[src/rtl/rr_arbiter_8_pkg.sv]
// Shared definitions for the 8-way round-robin arbiter: state codes,
// timeout defaults and the enabled 3-to-8 grant decoder.
package rr_arbiter_8_pkg;

   localparam logic [1:0] ST_IDLE  = 2'b00;
   localparam logic [1:0] ST_GRANT = 2'b01;
   localparam logic [1:0] ST_TURN  = 2'b10;

   localparam int unsigned TMO_W_DEF   = 4;
   localparam int unsigned TMO_MAX_DEF = 15;

   function automatic logic [7:0] dec3to8_en(input logic [2:0] sel, input logic en);
      logic [7:0] onehot;
      onehot = '0;
      if (en)
         onehot[sel] = 1'b1;
      return onehot;
   endfunction

endpackage

[src/rtl/rr_arbiter_8_scan.sv]
// Round-robin priority scan: rotate req so ptr sits at bit 0, take the
// lowest set bit, then add ptr back (mod 8) to recover the real index.
module rr_priority_scan (
   input  logic [7:0] req,
   input  logic [2:0] ptr,
   output logic [2:0] idx,
   output logic       any
);

   logic [7:0] rot;
   logic [2:0] pick;
   logic       found;

   always_comb begin
      rot   = 8'({req, req} >> ptr);
      pick  = '0;
      found = 1'b0;
      for (int unsigned i = 0; i < 8; i++) begin
         if (rot[i] && !found) begin
            pick  = 3'(i);
            found = 1'b1;
         end
      end
      idx = pick + ptr;
      any = |req;
   end

endmodule

[src/rtl/rr_arbiter_8.sv]
// Round-robin arbiter for 8 requesters with hold timeout and a
// one-cycle turnaround between grants.
module rr_arbiter_8
   import rr_arbiter_8_pkg::*;
#(
   parameter int unsigned TMO_W   = TMO_W_DEF,
   parameter int unsigned TMO_MAX = TMO_MAX_DEF
) (
   input  logic       clock,
   input  logic       reset,
   input  logic [7:0] req,
   input  logic       done,
   output logic [7:0] grant,
   output logic [2:0] grant_idx,
   output logic       busy,
   output logic       timeout
);

   localparam logic [TMO_W-1:0] CNT_LAST = TMO_W'(TMO_MAX - 1);

   logic [1:0]       state;
   logic [2:0]       ptr;
   logic [TMO_W-1:0] cnt;
   logic [2:0]       scan_idx;
   logic             scan_any;

   rr_priority_scan u_scan (
      .req (req),
      .ptr (ptr),
      .idx (scan_idx),
      .any (scan_any)
   );

   // Grant is decoded straight from state so an async reset clears it at once.
   assign busy  = (state == ST_GRANT);
   assign grant = dec3to8_en(grant_idx, busy);

   always_ff @(posedge clock or posedge reset) begin
      if (reset) begin
         state     <= ST_IDLE;
         grant_idx <= '0;
         ptr       <= '0;
         cnt       <= '0;
         timeout   <= 1'b0;
      end else begin
         timeout <= 1'b0;
         case (state)
            ST_IDLE: begin
               if (scan_any) begin
                  state     <= ST_GRANT;
                  grant_idx <= scan_idx;
                  cnt       <= '0;
               end
            end
            ST_GRANT: begin
               // done takes precedence so a simultaneous release is not flagged as a timeout
               if (done) begin
                  state <= ST_TURN;
                  ptr   <= grant_idx + 3'd1;
               end else if (cnt == CNT_LAST) begin
                  state   <= ST_TURN;
                  ptr     <= grant_idx + 3'd1;
                  timeout <= 1'b1;
               end else begin
                  cnt <= cnt + 1'b1;
               end
            end
            ST_TURN: state <= ST_IDLE;
            default: state <= ST_IDLE;
         endcase
      end
   end

endmodule

[config.mk]
export PLATFORM = sky130hd
export DESIGN_NAME = rr_arbiter_8
export DESIGN_NICKNAME = d
export VERILOG_FILES = /design/src/rtl/rr_arbiter_8_pkg.sv /design/src/rtl/rr_arbiter_8_scan.sv /design/src/rtl/rr_arbiter_8.sv
export SDC_FILE = /design/constraint.sdc
export NUM_CORES = 1
export LEC_CHECK = 0
export ABC_AREA = 0
export CORE_UTILIZATION = 52
export CTS_CLUSTER_DIAMETER = 200
export DETAILED_ROUTE_END_ITERATION = 8
export PLACE_DENSITY = 0.86
export SETUP_SLACK_MARGIN = 0.4
export SYNTH_ARGS = -nofsm -noshare
export SYNTH_HDL_FRONTEND = slang
export SYNTH_HIERARCHICAL = 1
export SYNTH_SLANG_ARGS = --single-unit
[constraint.sdc]
create_clock -name clock -period 3.52 [get_ports clock]
set_input_delay 0.704 -clock clock [delete_from_list [all_inputs] [get_ports clock]]
set_output_delay 0.704 -clock clock [all_outputs]
set_load 0.05 [all_outputs]
# After elaboration in Yosys (flattened, before gate mapping)
# Index checks and enable logic that the tools add are counted.
classes:
  add_sub_neg: 3
  n_eq_ne: 6
  n_reduce_logical: 23
  order_cmp: 2
  n_shift: 1
  n_mux: 30
ops:
  columns: ["cell", "count"]
  rows:
  - ["2-to-1 mux 3 bit", 6]
  - [">> shifter 16 x 3 -> 8 bit", 1]
  - ["2-to-1 mux 1 bit", 12]
  - ["2-to-1 mux 4 bit", 3]
  - ["2-to-1 mux 2 bit", 5]
  - ["logical AND 1 bit", 8]
  - ["2-to-1 mux 8 bit", 1]
  - ["one-hot mux 4 bit (2 select lines)", 1]
  - ["OR reduction 8 bit", 1]
  - ["logical NOT 1 bit", 7]
  - ["!= test 2 bit (second input constant)", 3]
  - ["AND reduction 2 bit", 3]
  - ["adder 4 x 1 -> 4 bit (second input constant)", 1]
  - ["equality test 4 bit (second input constant)", 1]
  - ["less-than comparator 3 x 4 -> 1 bit (second input constant)", 1]
  - ["one-hot mux 2 bit (2 select lines)", 1]
  - ["AND reduction 4 bit", 1]
  - ["nonzero test 2 bit", 2]
  - ["adder 3 x 1 -> 3 bit (second input constant)", 1]
  - ["adder 3 bit", 1]
  - ["demux 1 bit (select 3 bit)", 1]
  - ["greater-or-equal comparator 3 x 1 -> 1 bit (second input constant)", 1]
  - ["!= test 3 x 2 -> 1 bit (second input constant)", 1]
  - ["equality test 2 x 1 -> 1 bit (second input constant)", 1]
  - ["logical NOT 2 bit", 1]
totals:
  ff_bits: 13
  output_inout_bits: 13
  wordCells: 70
  inputBits: 11

# Logic depth before layout (Yosys ltp)
# Gate-level depths: netlist (run 1).
logic_depth:
  word_depth: 24
  depth_mapped: 13
  ltp_nobuf: 10

# By module
# The synthesis (run 1) kept the hierarchy.
modules_own_cells:
  columns: ["mod", "n_inst", "cells_each", "seq_area_each_um2", "area_per_inst_um2"]
  rows:
  - ["rr_priority_scan", 1, 76, 0.0, 658.1]
  - ["rr_arbiter_8", 1, 59, 325.3, 654.4]

# Worst setup path before layout (run 1)
# Ideal clock, no wire load.
synth_timing:
  path_type: "input to register"
  start: "in req[6]"
  end: "reg grant_idx[2]"
  setup_slack_ps: 471
  setup_time_ps: 128
  arrival_time_ps: 2922
  cell_stages: 10
  required_time_ps: 3392
  path_buffers: 1
  cell_sequence: "clkbuf_1 -> mux4_2 -> a21oi_1 -> o2bb2ai_1 -> a211o_1 -> ha_1 -> fa_1 -> xnor2_1 -> xnor2_1 -> mux2_1"
synth_between:
  elab_chain_cells: 24
  elab_cells_between_ends: 32
  classes_between: "add/sub (1); shift (1); mux (14); reduce/logical (16)"
synth_rtl:
  columns: ["item", "line", "text"]
  rows:
  - ["from (decl)", "rr_arbiter_8.sv:11", "input logic [7:0] req,"]
  - [">> shifter 16 x 3 -> 8 bit *", "rr_arbiter_8_scan.sv:15", "rot = 8'({req, req} >> ptr);"]
  - ["2-to-1 mux 1 bit", "rr_arbiter_8_scan.sv:19", "if (rot[i] && !found) begin"]
  - ["logical NOT 1 bit", "rr_arbiter_8_scan.sv:19", null]
  - ["logical AND 1 bit", "rr_arbiter_8_scan.sv:19", null]
  - ["2-to-1 mux 1 bit", "rr_arbiter_8_scan.sv:19", null]
  - ["logical NOT 1 bit", "rr_arbiter_8_scan.sv:19", null]
  - ["logical AND 1 bit", "rr_arbiter_8_scan.sv:19", null]
  - ["2-to-1 mux 1 bit", "rr_arbiter_8_scan.sv:19", null]
  - ["[9 not listed]", null, null]
  - ["logical NOT 1 bit", "rr_arbiter_8_scan.sv:19", null]
  - ["logical AND 1 bit", "rr_arbiter_8_scan.sv:19", null]
  - ["2-to-1 mux 1 bit", "rr_arbiter_8_scan.sv:19", null]
  - ["logical NOT 1 bit", "rr_arbiter_8_scan.sv:19", null]
  - ["logical AND 1 bit", "rr_arbiter_8_scan.sv:19", null]
  - ["2-to-1 mux 3 bit *", "rr_arbiter_8_scan.sv:19", null]
  - ["adder 3 bit *", "rr_arbiter_8_scan.sv:24", "idx = pick + ptr;"]
  - ["net scan_idx[2]", "rr_arbiter_8.sv:24", "logic [2:0] scan_idx;"]
  - ["to (signal assigned)", "rr_arbiter_8.sv:51", "grant_idx <= scan_idx;"]
  - ["to (decl)", "rr_arbiter_8.sv:14", "output logic [2:0] grant_idx,"]
# The timed path passes the listed nets; every way through them passes the cells marked *.
# A chain may end at the register's enable or synchronous reset.

# Worst setup path in the final report (run 1)
layout_timing:
  start: "in req[2]"
  end: "reg grant_idx[2]"
# Same word-level chain as after synthesis.

==> results by group, run 1 <==
Die
  – Num ports: 24
  – Initial Utilization: 0.571
  – Core Region: 2300 µm²
  – Area of the die: 2730 µm²
  – Rows: 17
  – Die width: 52.2 µm
  – DIE HEIGHT: 52.2 µm

Logic synthesis
  – Post-Syn Instances: around 140
  – Sequential fraction of the synthesis area: 0.248
  – Post-synth EDFFs: 0
  – Flops & latches, synth: 13
  – Top-area cell type share of the netlist area: 0.248
  – Synthesized area per cell: 9.72 µm²
  – Netlist cell types: between 50 and 60
  – Most instantiated library cell after synthesis: dfrtp_1
  – Mapped Area: 1310 µm²
  – Synthesized Nets: around 150
  – Dominant cells by area after synthesis: dfrtp_1 (25%), mux2i_1 (6.9%), mux4_2 (6.9%)
  – Async SR Flop Fraction: 1.00
  – Synth warn: 6
  – Most frequent cells after synthesis: dfrtp_1 (13), nand2b_1 (10), mux2i_1 (9), nor2_1 (9), mux2_1 (6)
  – Main synth FF type: dfrtp_1
  – Leading area contributor after synthesis: dfrtp_1

Place
  – GPL Wtd Cong: 0.940
  – # placed instances: about 190
  – IO Port Bufs: 23
  – Area post-placement: between 1500 and 2000 µm²
  – DPL Wire Length: 2690 µm

Power and ir drop
  – Leakage: 0.735 nW
  – Pwr dens: 930 nW/µm²
  – Peak VDD IR: 0.000661 V
  – Final Power: about 1.5 mW

Global routing
  – First-pass GRT wire length: 5610 µm
  – Pin count of the biggest net entering global routing: 17
  – Number of global-route vias before repair: 1194
  – Residual overflow from global routing: 0
  – Initial antenna violation count: 0
  – GRT Overall Usage: 0.285

STA
  – Fin crit period: 3.05 ns
  – Fin crit share: 0.865
  – F_max: 0.328 GHz
  – RSZ-0062 raised after global routing: false
  – Fin. max-slew vios: 0
  – # setup viols final: 0
  – Worst-Margin Slew: 0.573 ns
  – Clk_skew: 0.00557 ns
  – Final Hold Vio Count: 0
  – Worst slew margin: 0.618
  – WHS: 0.508 ns

Setup path
  – Crit path required time: 3.68 ns
  – Critical path capture point type: flop
  – Startpoint types: input pin
  – Worst Path Arrival: 3.21 ns
  – Crit Path Category: in2reg
  – Critical path fanouts, max: 7

Clocking
  – CTS sink count: 13
  – Cts hold-fix bufs: 0
  – Worst-Skew Late Latency: roughly 0.27 ns
  – CTS root buf: clkbuf_4
  – Htree depth: 1
  – CTS max path bufs: 2
  – Number of buffers created by CTS: 3
  – CTS tree: done
  – Clock transition at path regs: 0.08 ns

Cells and area
  – Final #Nets: 184
  – Cell area after layout: 1660 µm²
  – Area grow syn2layout: 26.7%
  – Share of layout cells above drive strength 1: 0.251
  – Non-Filler Instances: 195
  – Number of diodes: 0
  – Final Util: 0.724
  – Fill count: between 150 and 200

Routing
  – DR vias/cell: approximately 6.2
  – Total number of vias: around 1200
  – Final ANT Viol Nets: 0
  – WL per Instance: 18.1 µm
  – Number of DRC markers in iteration 0: 32
  – # DRC: 0
  – First-pass detailed-route iteration total: 4
  – Routed wire length: about 3500 µm

Job
  – Max-Cap Viols: 0

Worst hold path
  – Hold crit path type: reg2reg

Outcome
  – Status: finished clean
## layer usage
metal	share of wire	track usage
met5	0	0
met4	0.026	0.101
met3	0.036	0.0464
met2	0.53	0.504
met1	0.41	0.347
## through the flow
stage | setup WS, ns | TNS [ns]
after floorplan | 0.471 | 0
after global placement | 0.0100 | 0
after detailed placement | -0.0951 | -0.0951
after CTS | 0.414 | 0
after global routing | 0.406 | 0
final | 0.474 | 0
## worst paths after layout
| kind | startpoint | to | slack, ns | cells past startpoint |
|---|---|---|---|---|
| min in group asynchronous | reset | grant_idx[1]$_DFFE_PP0P_ | 0.75 | 2 |
| max in group asynchronous | reset | ptr[2]$_DFFE_PP0P_ | 2.40 | 2 |
| worst min register to register | cnt[3]$_DFFE_PP0P_ | cnt[3]$_DFFE_PP0P_ | 0.51 | 1 |
| worst min-delay path | cnt[3]$_DFFE_PP0P_ | cnt[3]$_DFFE_PP0P_ | 0.51 | 1 |
| worst max register to register | ptr[1]$_DFFE_PP0P_ | grant_idx[2]$_DFFE_PP0P_ | 0.55 | 10 |
| worst max-delay path | req[2] | grant_idx[2]$_DFFE_PP0P_ | 0.47 | 10 |
## where the power goes
part | internal, mW | leakage (nW) | total [mW] | switching, mW
combinational | 0.515 | 0.559 | 1.08 | 0.567
clock | 0.0439 | 0.0150 | 0.0898 | 0.0459
sequential | 0.214 | 0.161 | 0.375 | 0.161
total | 0.773 | 0.735 | 1.55 | 0.774
## worst max-delay path, stage by stage
cell and delay, ns:
dlygate4sd2_1 0.31, mux4_2 0.54, a21oi_1 0.15, o2bb2ai_1 0.08
a211o_1 0.30, ha_2 0.19, fa_2 0.38, xnor2_2 0.15
xnor2_1 0.14, mux2_4 0.27
## cell families after synthesis
group           count (synthesis)  share of synthesized area
mux                            23                      0.229
compound gates                 30                      0.178
buf+inv                        16                     0.0763
fa+ha+maj                       5                     0.0534
simple gates                   44                      0.189
flops                          13                      0.248
xor+xnor                        4                     0.0267
## layout make-up
type                       instances  area (µm²)  area share
timing repair buffer              37         329       0.198
inverter                           7        26.3      0.0158
multi-input combinational        106         918       0.552
sequential                        13         328       0.197
clock buffer                       4        26.3      0.0158
tap                               28        35.0      0.0211
## registers in the layout, summed over array words and instances, names as in the netlist
signal and flops:
cnt 4, grant_idx 3, ptr 3, state 2, timeout 1
## cell usage in the layout, fill, tap and decap left out, drive strengths merged, types with 5 or more instances in the layout
cell / netlist / layout
a21oi: 5 / 5
buf: 7 / 14
clkbuf: 2 / 6
clkdlybuf4s50: 0 / 15
dfrtp: 13 / 13
inv: 6 / 7
mux2: 10 / 10
mux2i: 9 / 9
nand2b: 10 / 10
nor2: 9 / 9
nor2b: 5 / 5
## what timing repair did
action	CTS	global route
pin swaps	1	5
endpoints found under the setup margin	2	1
buffers inserted	1	1
gates resized for setup	9	14
Power figures use the tool's default switching activity.
==> run 2: changes to the inputs <==
Settings changed: ABC_CLOCK_PERIOD_IN_PS from default to 3520.
==> results of run 2 <==
No change in the layout: final DEF, timing and power equal those of run 1.
